<file path="src/rtl/jzjpcc_decode_execute_reg.sv">
// Decode->execute pipeline register with load-use bubble insertion and a saturating bubble counter.
// Latency 1 cycle; stall holds contents, flush/hazard insert a bubble, upstreamHold freezes fetch/decode.
module jzjpcc_decode_execute_reg #(
    parameter int PC_MAX_B     = 31,
    parameter int BUBBLE_CNT_W = 16
) (
    input  logic                    clock,
    input  logic                    reset,
    input  logic                    dValid,
    input  logic [31:0]             dImmediate,
    input  logic [31:0]             dRs1,
    input  logic [31:0]             dRs2,
    input  logic [PC_MAX_B:2]       dCurrentPC,
    input  logic [4:0]              dRdAddr,
    input  logic [4:0]              dRs1Addr,
    input  logic [4:0]              dRs2Addr,
    input  logic                    dRs1Used,
    input  logic                    dRs2Used,
    input  logic [2:0]              dAluOperation,
    input  logic                    dAluMod,
    input  logic [1:0]              dAluMuxMode,
    input  logic                    dRdWriteEnable,
    input  logic                    dIsLoad,
    input  logic                    stall,
    input  logic                    flush,
    output logic [31:0]             immediate,
    output logic [31:0]             rs1,
    output logic [31:0]             rs2,
    output logic [PC_MAX_B:2]       currentPC,
    output logic [4:0]              rdAddr,
    output logic [2:0]              aluOperation,
    output logic                    aluMod,
    output logic [1:0]              aluMuxMode,
    output logic                    rdWriteEnable,
    output logic                    exValid,
    output logic                    exIsLoad,
    output logic                    upstreamHold,
    output logic [BUBBLE_CNT_W-1:0] bubbleCount
);

    typedef struct packed {
        logic [31:0]       immediate;
        logic [31:0]       rs1;
        logic [31:0]       rs2;
        logic [PC_MAX_B:2] current_pc;
        logic [4:0]        rd_addr;
        logic [2:0]        alu_operation;
        logic              alu_mod;
        logic [1:0]        alu_mux_mode;
        logic              rd_write_enable;
        logic              ex_valid;
        logic              ex_is_load;
    } ex_t;

    ex_t                     ex_q;
    ex_t                     ex_d;
    ex_t                     ex_load;
    logic [BUBBLE_CNT_W-1:0] bubble_count_q;
    logic [BUBBLE_CNT_W-1:0] bubble_count_d;
    logic                    rs1_match;
    logic                    rs2_match;
    logic                    hazard;

    // A load sitting in execute cannot forward until it leaves, so a reader in decode must wait one slot.
    always_comb begin
        rs1_match = dRs1Used && (dRs1Addr == ex_q.rd_addr);
        rs2_match = dRs2Used && (dRs2Addr == ex_q.rd_addr);
        hazard    = dValid && ex_q.ex_valid && ex_q.ex_is_load && ex_q.rd_write_enable
                    && (ex_q.rd_addr != 5'd0) && (rs1_match || rs2_match);
    end

    assign upstreamHold = stall | (hazard & ~flush);

    always_comb begin
        ex_load                 = '0;
        ex_load.immediate       = dImmediate;
        ex_load.rs1             = dRs1;
        ex_load.rs2             = dRs2;
        ex_load.current_pc      = dCurrentPC;
        ex_load.rd_addr         = dRdAddr;
        ex_load.alu_operation   = dAluOperation;
        ex_load.alu_mod         = dAluMod;
        ex_load.alu_mux_mode    = dAluMuxMode;
        ex_load.rd_write_enable = dRdWriteEnable & dValid;
        ex_load.ex_valid        = dValid;
        ex_load.ex_is_load      = dIsLoad & dValid;
    end

    // Priority: flush > stall > hazard > load; a bubble is the all-zero slot.
    always_comb begin
        ex_d           = ex_q;
        bubble_count_d = bubble_count_q;
        if (flush) begin
            ex_d = '0;
        end else if (!stall) begin
            if (hazard) begin
                ex_d = '0;
                if (bubble_count_q != '1) begin
                    bubble_count_d = bubble_count_q + BUBBLE_CNT_W'(1);
                end
            end else begin
                ex_d = ex_load;
            end
        end
    end

    always_ff @(posedge clock or posedge reset) begin
        if (reset) begin
            ex_q           <= '0;
            bubble_count_q <= '0;
        end else begin
            ex_q           <= ex_d;
            bubble_count_q <= bubble_count_d;
        end
    end

    assign immediate     = ex_q.immediate;
    assign rs1           = ex_q.rs1;
    assign rs2           = ex_q.rs2;
    assign currentPC     = ex_q.current_pc;
    assign rdAddr        = ex_q.rd_addr;
    assign aluOperation  = ex_q.alu_operation;
    assign aluMod        = ex_q.alu_mod;
    assign aluMuxMode    = ex_q.alu_mux_mode;
    assign rdWriteEnable = ex_q.rd_write_enable;
    assign exValid       = ex_q.ex_valid;
    assign exIsLoad      = ex_q.ex_is_load;
    assign bubbleCount   = bubble_count_q;

endmodule
</file>
<file path="config.mk">
export PLATFORM = sky130hd
export DESIGN_NAME = jzjpcc_decode_execute_reg
export DESIGN_NICKNAME = d
export VERILOG_FILES = /design/src/rtl/jzjpcc_decode_execute_reg.sv
export SDC_FILE = /design/constraint.sdc
export NUM_CORES = 1
export LEC_CHECK = 0
export CORE_MARGIN = 3
export CORE_UTILIZATION = 36
export DETAILED_ROUTE_END_ITERATION = 12
export HOLD_SLACK_MARGIN = 0.03
export PLACE_DENSITY = 0.76
export SLEW_MARGIN = 15
export SYNTH_ARGS = -nofsm -noshare
export SYNTH_HDL_FRONTEND = slang
export SYNTH_SLANG_ARGS = --single-unit
</file>
<file path="constraint.sdc">
create_clock -name clock -period 5.25 [get_ports clock]
set_input_delay 1.05 -clock clock [delete_from_list [all_inputs] [get_ports clock]]
set_output_delay 1.05 -clock clock [all_outputs]
set_load 0.05 [all_outputs]
</file>
Word level (Yosys, flattened, before mapping)
Cells that the tools add are included.
{"block": "word_totals", "reg_bits": 156, "in_bits": 156}
{"block": "classes", "addsub": 1, "n_eq_ne": 4, "mux": 3, "bitwise_logic": 6, "reduce_logical": 10}
{"op": "2-to-1 mux 140 bit", "count": 3}
{"op": "adder 16 x 1 -> 16 bit, second input constant", "count": 1}
{"op": "inequality test 16 bit, second input constant", "count": 1}
{"op": "== test 5 bit", "count": 2}
{"op": "logical AND 1 bit", "count": 7}
{"op": "nonzero test 5 bit", "count": 1}
{"op": "AND reduction 4 bit", "count": 1}
{"op": "bitwise AND 1 bit", "count": 3}
{"op": "inequality test 2 x 1 -> 1 bit, second input constant", "count": 1}
{"op": "NOT 1 bit", "count": 2}
{"op": "logical OR 1 bit", "count": 1}
{"op": "bitwise OR 1 bit", "count": 1}

Depth between registers and ports, before layout
{"block": "depth", "word_depth": 8, "mapped_depth": 7}

Worst setup path before layout
No wires, ideal clock.
{"block": "synth_timing", "kind": "in2out", "from": "input port dRs1Addr[1]", "to": "output port upstreamHold", "arrival_ns": 2.724, "required_ns": 4.200, "path_slack_ns": 1.476, "cell_stages": 7, "path_cell_list": "xnor2_1 -> nand4_1 -> o22ai_2 -> nand2_2 -> buf_6 -> buf_6 -> o21bai_1"}
{"block": "synth_between", "elab_chain_len": 6}
{"element": "start: declaration", "line": "15", "text": "input logic [4:0] dRs1Addr,"}
{"element": "== test 5 bit", "line": "66", "text": "rs1_match = dRs1Used && (dRs1Addr == ex_q.rd_addr);"}
{"element": "logical AND 1 bit", "line": "66"}
{"element": "logical OR 1 bit", "line": "69", "text": "&& (ex_q.rd_addr != 5'd0) && (rs1_match || rs2_match);"}
{"element": "logical AND 1 bit", "line": "69"}
{"element": "bitwise AND 1 bit", "line": "72", "text": "assign upstreamHold = stall | (hazard & ~flush);"}
{"element": "bitwise OR 1 bit", "line": "72"}
{"element": "end: declaration", "line": "37", "text": "output logic upstreamHold,"}
No other way between the ends.

Worst setup path after layout
Same ends and word-level chain as after synthesis.

==> out/metrics.yaml <==
synth:
  ys_warn_count: 0
  syn_area_per_cell_um2: 14.3
  yosys.area_share.xor_xnor: 0.0342
  synth.distinct_cells: 31
  synthesis.area_um2: 6150
  synth_simple_gate_area_frac: 0.0468
  synth_top_family_by_area: "compound AO/OA/AOI/OAI gates"
  synthCells: 429
  synth.area.top_cells: "dfrtp_1 63%, a32o_1 22%, xnor2_1 3.4%"
  synth.area.mux_share: 0.00366
  synth-adder-area-share: 0.00203
  synth_compound_area_frac: 0.236
  yosysSeqAreaShare: 0.635
  yosys.area.top_type: "dfrtp_1"
  ys_seq_elements: 156
  synth_nets: 586
  yosysTopAreaCellShare: 0.635
power:
  combPwrFrac: 0.187
  pwr-share-seq: 0.398
  p_int_mw: 2.40
  switchingPower_uw: 866
  swShare: 0.265
  ir_worst_vdd_v: 0.000197
  total_leakage_power_nw: 4.08
  clkPwrFrac: 0.415
  powerDensity_nw_per_um2: 325
timing:
  fin_tns_setup_ns: 0
  final-max-slew-violation-count: 0
  fin_ws_ns: 1.26
  worstMarginPinSlew_ns: 0.881
  skew_ns: 0.0104
  slew_headroom: 0.412
  hold_viol_final: 0
  hold_ws_ns: 0.489
  fmax_mhz: 251
  setup_viol: 0
  min_period_over_period: 0.759
  rsz0062_at_grt: "false"
  post-route-min-period_ns: 3.99
placed_design:
  place.gp.congestion: 0.770
  portBuffers: 312
  hpwl_um: 13600
  placed_area_um2: 9400
  pre_cts_ws_ns: 1.25
finish:
  design_area_um2: 10100
  fill_cells: 1282
  multi_input_area_um2: 2010
  fin_nets: 877
  layout_common_cells: "311 x clkdlybuf4s50_1, 156 x dfrtp_1, 138 x a32o_1"
  area_delta_synth_final_pct: 63.5
  n_antenna_cell: 0
  post-route-util: 0.604
  final_common_cell: "clkdlybuf4s50_1"
  drive_gt1_frac: 0.0656
  regArea_um2: 3900
die:
  core_area_um2: 16600
  die_area_um2: 18700
  rows: 47
  start_util: 0.370
  die_width_um: 137
  chipHeight_um: 137
  ios: 313
worst_setup_path:
  crit_path_max_fanout: 16
  cp.arrival_ns: 2.94
  r2r_start: "rdAddr[3]$_DFFE_PP0P_"
  worst-path-buf-inv: 2
  cp_num_cells: 7
  critPathLaunch: "dRs1Addr[1]"
  cpLargestDelayFamily: "compound AO/OA/AOI/OAI gates"
  path_class: "in2out"
  required_ns: 4.20
  max_stage_delay_ns: 0.61
  critPathCaptureType: "primary output"
  cp_slowest_cell: "o22ai_2"
  crit_chain: "clkdlybuf4s50_1, xnor2_1, nand4_1, o22ai_2, nand2_4, o21bai_1, buf_12"
  worst-r2r-setup-slack_ns: 2.34
  ff2ff_path_depth: 7
  worstSetupStartpointType: "input pin"
  timing.rr.end: "immediate[19]$_DFFE_PP0P_"
route:
  avgRoutedWirePerCell_um: 20.4
  drc: 0
  dr_wl_met2_um: 10100
  met3WireLength_um: 1840
  vias_per_cell: 5.57
  top_layer: "met4"
  drt_wl_total_um: 19400
  postRouteAntennaNets: 0
  firstDrtPassIters: 7
  first_iter_violations: 304
  routedLengthMet1_um: 6960
  routed-via-count: 5306
min_path:
  min_to: "rs1[18]$_DFFE_PP0P_"
  holdCritPathClass: "reg2reg"
  holdPathStages: 1
  min_from: "rs1[18]$_DFFE_PP0P_"
run_status:
  outcome: "finished clean"
cts:
  holdBufCountCts: 0
  cts.path.max_buffers: 2
  cts_tree: "done"
  postCtsSetupBuffers: 0
  clk_latency_ns: 0.42
  htreeDepth: 4
  clock_sinks: 156
  cts_resized: 0
  cts_root_buffer: "clkbuf_16"
  cts_buffers: 17
  path_clk_slew_ns: 0.06
global_routing:
  grt_max_degree: 84
  antenna_found_initial: 0
  gr-usage-all-layers: 0.205
  grt_pass1_vias: 5529
  grt_overflow: 0
  grt_first_pass_wirelength_um: 29800
flow_run:
  maxCapViolations: 0
[layer usage]
metal | global-route usage | vias to the layer above
li1 | - | 2328
met1 | 0.225 | 2703
met2 | 0.360 | 238
met3 | 0.0750 | 37
met4 | 0.0778 | 0
met5 | 0 | -
[cell usage after synthesis]
cell type  instances
and4_1             3
nand2_1            7
o21bai_1           1
ha_1               1
nand4b_1           1
o22ai_2            1
buf_6             10
inv_1              1
dfrtp_1          156
nor2_1             6
a21oi_1            2
a211oi_2           1
or2_2              1
clkbuf_1          37
nand2_2            1
a32o_1           138
and3_1             6
mux2_1             1
mux2_2             1
nand4_1           10
xnor2_1           24
and2_1             2
nor3b_1            1
nand2b_1           1
a21boi_2           1
buf_2              1
a22o_1             2
nand3_1            8
nor3_1             1
nor2b_1            2
nand3b_1           1
[logic make-up (layout without fill, tap and decap cells)]
logic type	count (synthesis)	count (layout)
XOR/XNOR	24	24
AND/OR/NAND/NOR	51	51
multiplexers	2	2
flip-flops	156	156
AO/OA/AOI/OAI	146	146
buffers and inverters	49	352
adder cells (fa/ha/maj)	1	1
[how the worst max path moves through the flow]
stage	slack, ns	endpoint
final	1.26	upstreamHold
after global routing	1.12	upstreamHold
after CTS	1.26	upstreamHold
after global placement	1.28	upstreamHold
after floorplan	1.48	upstreamHold
after detailed placement	1.25	upstreamHold
[registers in the layout, summed over array words and instances (netlist names)]
| signal | flops |
|---|---|
| rdAddr | 5 |
| rs2 | 32 |
| bubbleCount | 16 |
| rs1 | 32 |
| exIsLoad | 1 |
| exValid | 1 |
| immediate | 32 |
| aluOperation | 3 |
| aluMuxMode | 2 |
| rdWriteEnable | 1 |
| aluMod | 1 |
| currentPC | 30 |
[final cells by class]
type                            count  area share
Timing Repair Buffer              320       0.319
Inverter                            1    0.000747
Tap cell                          220      0.0274
Clock buffer                       21      0.0468
Multi-Input combinational cell    224       0.199
Clock inverter                     10      0.0187
Sequential cell                   156       0.388
[per-stage QoR]
stage | instances | power [mW]
final | 952 | 3.27
after global routing | 952 | 3.39
after CTS | 952 | 3.31
after detailed placement | 921 | 1.94
after global placement | 921 | 1.92
after floorplan | 429 | 1.65
[power by group through the flow]
stage                     logic [mW]  clock network, mW  registers (mW)
after floorplan                0.117                  0            1.53
after global placement         0.605                  0            1.32
after detailed placement       0.614                  0            1.32
after CTS                      0.616               1.39            1.30
after global routing           0.640               1.44            1.31
final                          0.611               1.36            1.30
(Power assumes the default switching activity.)
==> RTL change 1, RTL diff (same settings) <==
`PC_MAX_B`: 31 -> 62.
--- a/src/rtl/jzjpcc_decode_execute_reg.sv
+++ b/src/rtl/jzjpcc_decode_execute_reg.sv
@@ -2,5 +2,5 @@
 // Latency 1 cycle; stall holds contents, flush/hazard insert a bubble, upstreamHold freezes fetch/decode.
 module jzjpcc_decode_execute_reg #(
-    parameter int PC_MAX_B     = 31,
+    parameter int PC_MAX_B     = 62,
     parameter int BUBBLE_CNT_W = 16
 ) (
Ports: changed (resized currentPC and dCurrentPC); port bits go from 313 to 375. No check against the original RTL was run, so the function may have changed too.
==> RTL change 1 against the unedited design <==
Routed wire length grew 51%; core utilization shrank 6.2 points; sequential power grew 20%; sequential cell count increased by 31; power rose by 18%; synthesized cell count is 100% higher; register-to-register slack better by 0.05 ns; count of clock-buffer cells in the layout decreased by 3; worst setup slack worse by 0.36 ns; design area increased by 43%; highest routed layer is now met5; synthesized area rose by 60%.
==> RTL change 1: results (changes against the unedited design) <==
----------------------------------------------------
[Place]
  Routability-driven placement congestion ratio ... 0.793 (was 0.770)
  Number of placed instances with taps included ... 1,502 (was 921)
  Number of input and output port buffers inserted ... 374 (was 312)
  Half-perimeter wire length of the detailed placement result ... 19.5 mm (was 13.6 mm)

[Worst setup path]
  Worst r2r src ... rdAddr[4]$_DFFE_PP0P_ (was rdAddr[3]$_DFFE_PP0P_)
  Stage delay of the slowest cell on the critical path ... 0.91 ns (was 0.61 ns)
  Arrival time of the worst setup path ... 3.30 ns (was 2.94 ns)
  Cell at the slowest stage of the critical path ... sky130_fd_sc_hd__clkdlybuf4s50_1 (was sky130_fd_sc_hd__o22ai_2)
  Start point of the critical path ... dValid (was dRs1Addr[1])
  Worst R2R Setup Slack ... 2.39 ns (was 2.34 ns)
  Delay-heaviest family, CP ... buffers and inverters (was compound AO/OA/AOI/OAI gates)

[Drt]
  Number of vias in the routed layout ... 7,962 (was 5,306)
  Detail-routed net length per standard cell ... 19.1 um (was 20.4 um)
  Iteration-0 DRC count of the detailed router ... 557 (was 304)
  Vias per cell ... 5.19 (was 5.57)

[Yosys]
  Dominant cells by area after synthesis ... sky130_fd_sc_hd__dfrtp_1, sky130_fd_sc_hd__o41ai_2, sky130_fd_sc_hd__nand3b_1 (was sky130_fd_sc_hd__dfrtp_1, sky130_fd_sc_hd__a32o_1, sky130_fd_sc_hd__xnor2_1)
  Sequential share of the synthesized area ... 47.6% (was 63.5%)
  Synthesized area per cell ... 11.3 um2 (was 14.3 um2)

[Timing]
  Final setup skew ... 0.0166 ns (was 0.0104 ns)

[Global route]
  Largest net degree at the start of global routing ... 188 (was 84)
  Wire length of the first global-routing pass ... 45.4 mm (was 29.8 mm)

[Power]
  Max IR drop VDD ... 178 uV (was 197 uV)

[Status]
  Status ... finished clean (unchanged)

[Worst hold path]
  Launch instance of the worst min-delay path ... currentPC[19]$_DFFE_PP0P_ (was rs1[18]$_DFFE_PP0P_)
  Number of stages on the worst hold path ... 2 (was 1)

[Finish]
  Nets ... 1,374 (was 877)

----------------------------------------------------
-- RTL change 1: worst min-delay path, cell delays in order (launching register included) --
cell and delay (ns):
sky130_fd_sc_hd__dfrtp_1 0.34, sky130_fd_sc_hd__nand2_1 0.05, sky130_fd_sc_hd__o41ai_1 0.05
-- RTL change 1: per-stage QoR --
step | util [%] | hold slack, ns | power [mW] | setup WS, ns | instance area (um2)
3_5_place_dp | 51.8 | 0.460 | 2.45 | 0.950 | 13700
6_report | 54.3 | 0.475 | 3.85 | 0.905 | 14300
2_1_floorplan | - | 0.754 | 2.08 | 1.79 | 9820
5_1_grt | 54.3 | 0.492 | 4.02 | 0.806 | 14300
4_1_cts | 54.3 | 0.477 | 3.91 | 0.937 | 14300
3_3_place_gp | 51.8 | 0.455 | 2.44 | 0.973 | 13700
-- RTL change 1: per-layer routing --
metal	up-vias	track usage, %	wire length, um
li1	3693	-	-
met1	3962	26.1	12800
met5	-	0	13
met2	267	30.8	13800
met4	2	6.12	724
met3	38	5.55	1980
-- RTL change 1: cell families (layout without fill, tap and decap cells) --
kind of cell	count (synthesis)	after routing	share of synthesized area, %
flip-flops	187	187	47.6
AND/OR/NAND/NOR	223	223	13.2
multiplexers	1	1	0.115
XOR/XNOR	25	25	2.23
AO/OA/AOI/OAI	175	175	25.6
other	0	1	0
buffers and inverters	258	585	11.1
adder cells (fa/ha/maj)	1	1	0.127
-- RTL change 1: layout make-up --
type                    count  share of cell area, %
repair buffers            385                   27.2
well taps                 335                   2.92
flip-flops and latches    187                   32.6
diodes                      1                 0.0175
multi-input cells         425                   28.3
inverters                 170                   4.48
clock inverters            12                   1.47
clock buffers              18                   2.99
-- RTL change 1: report_power, final --
group / switching (mW) / internal (mW)
combinational: 0.509 / 0.345
clock: 0.589 / 0.850
sequential: 0.0465 / 1.51
==> RTL change 2, RTL diff (same settings) <==
Without the edit above. Add an input register stage for `dAluMuxMode`, cleared by the reset; this delays it by one clock. The other inputs are not delayed to match.
--- a/src/rtl/jzjpcc_decode_execute_reg.sv
+++ b/src/rtl/jzjpcc_decode_execute_reg.sv
@@ -53,4 +53,14 @@
     } ex_t;
 
+    logic [1:0] dAluMuxMode_q;
+
+    always_ff @(posedge clock or posedge reset) begin
+        if (reset) begin
+            dAluMuxMode_q <= '0;
+        end else begin
+            dAluMuxMode_q <= dAluMuxMode;
+        end
+    end
+
     ex_t                     ex_q;
     ex_t                     ex_d;
@@ -81,5 +91,5 @@
         ex_load.alu_operation   = dAluOperation;
         ex_load.alu_mod         = dAluMod;
-        ex_load.alu_mux_mode    = dAluMuxMode;
+        ex_load.alu_mux_mode    = dAluMuxMode_q;
         ex_load.rd_write_enable = dRdWriteEnable & dValid;
         ex_load.ex_valid        = dValid;
Check against the original RTL: not equivalent (a bounded check fails within 4 cycles, from zero or initial values and one cycle with reset high).
==> RTL change 2 against the unedited design <==
Synthesized area up 25%; design area up 15%; sequential cell count up 2; worst hold slack worse by 0.017 ns; via count up 23%; power down 3.0%; routed wire length up 18%; worst setup slack worse by 0.063 ns; count of clock-buffer cells in the layout down 1; largest cell class unchanged; largest power group is now registers; highest routed layer is now met5.
==> RTL change 2: results (changes against the unedited design) <==
----------------------------------------------------
[Worst setup path]
  Stage delay of the slowest cell on the critical path ... 0.43 ns (was 0.61 ns)
  Arrival time of the worst setup path ... 3.00 ns (was 2.94 ns)
  Delay-heaviest family, CP ... buffers and inverters (was compound AO/OA/AOI/OAI gates)
  Highest fanout seen on the critical path ... 17 (was 16)

[Global route]
  Met3 track utilization from global routing ... 6.84% (was 7.50%)
  Wire length of the first global-routing pass ... 36.5 mm (was 29.8 mm)
  Global router's overall resource usage ... 19.2% (was 20.5%)
  Vias in the first global route ... 6,588 (was 5,529)
  Antenna violations before repair ... 2 (was 0)
  Met1 Usage GRT ... 25.4% (was 22.5%)

[Yosys]
  Cells after synthesis ... 726 (was 429)
  Sequential share of the synthesized area ... 51.3% (was 63.5%)
  Dominant cells by area after synthesis ... sky130_fd_sc_hd__dfrtp_1, sky130_fd_sc_hd__o41ai_1, sky130_fd_sc_hd__o41ai_2 (was sky130_fd_sc_hd__dfrtp_1, sky130_fd_sc_hd__a32o_1, sky130_fd_sc_hd__xnor2_1)
  Share of synthesized area spent on multiplexers ... 0.146% (was 0.366%)
  Leading post-synthesis cells by instance count ... sky130_fd_sc_hd__dfrtp_1, sky130_fd_sc_hd__inv_1, sky130_fd_sc_hd__o41ai_1 (was sky130_fd_sc_hd__dfrtp_1, sky130_fd_sc_hd__a32o_1, sky130_fd_sc_hd__clkbuf_1)
  Number of distinct library cell variants in the gate-level netlist after synthesis ... 32 (was 31)

[Finish]
  Share of post-route cells with drive strength above 1 ... 8.65% (was 6.56%)
  Multi-input comb cells ... 359 (was 224)
  Nets ... 1,150 (was 877)
  Number of filler cells placed in the layout ... 1,782 (was 1,282)
  Number of antenna diodes ... 1 (was 0)
  Design area ... 11,500 um2 (was 10,100 um2)
  Final standard cell count with taps included and fillers excluded ... 1,277 (was 952)
  Number of non-clock inverters in the layout ... 137 (was 1)
  Multi-input gate share of total cell area ... 25.4% (was 19.9%)

[Timing]
  Worst hold-check slack ... 0.472 ns (was 0.489 ns)
  Rel. slew slack ... 32.3% (was 41.2%)
  Final setup skew ... 0.0108 ns (was 0.0104 ns)
  Post-route fraction of the period consumed by the critical path ... 77.1% (was 75.9%)

[Drt]
  Number of vias in the routed layout ... 6,531 (was 5,306)
  Iteration-0 DRC count of the detailed router ... 356 (was 304)
  Highest metal layer used by the detailed router ... met5 (was met4)
  Met1 wire length ... 10.0 mm (was 6.96 mm)
  Detail-routed net length per standard cell ... 18.0 um (was 20.4 um)

[Status]
  Status ... finished clean (unchanged)

[Power]
  Cell area power density ... 275 nW/um2 (was 325 nW/um2)

[Floorplanning]
  Number of tap cells inserted ... 270 (was 220)

[Place]
  Routability-driven placement congestion ratio ... 0.831 (was 0.770)

----------------------------------------------------
## RTL change 2: changes by cell type after synthesis, moves of 4 or more
cell / before / now
sky130_fd_sc_hd__buf_6: 10 / 5
sky130_fd_sc_hd__nand2_1: 7 / 60
sky130_fd_sc_hd__o41ai_2: 0 / 40
sky130_fd_sc_hd__buf_2: 1 / 10
sky130_fd_sc_hd__clkbuf_1: 37 / 56
sky130_fd_sc_hd__a32o_1: 138 / 3
sky130_fd_sc_hd__inv_1: 1 / 137
sky130_fd_sc_hd__nand3_1: 8 / 12
sky130_fd_sc_hd__nand3b_1: 1 / 84
sky130_fd_sc_hd__o41ai_1: 0 / 96
## RTL change 2: worst min-delay path, cell delays in order (launching register included)
cell and delay (ns):
sky130_fd_sc_hd__dfrtp_1 0.34, sky130_fd_sc_hd__nand2_1 0.05, sky130_fd_sc_hd__o41ai_1 0.05
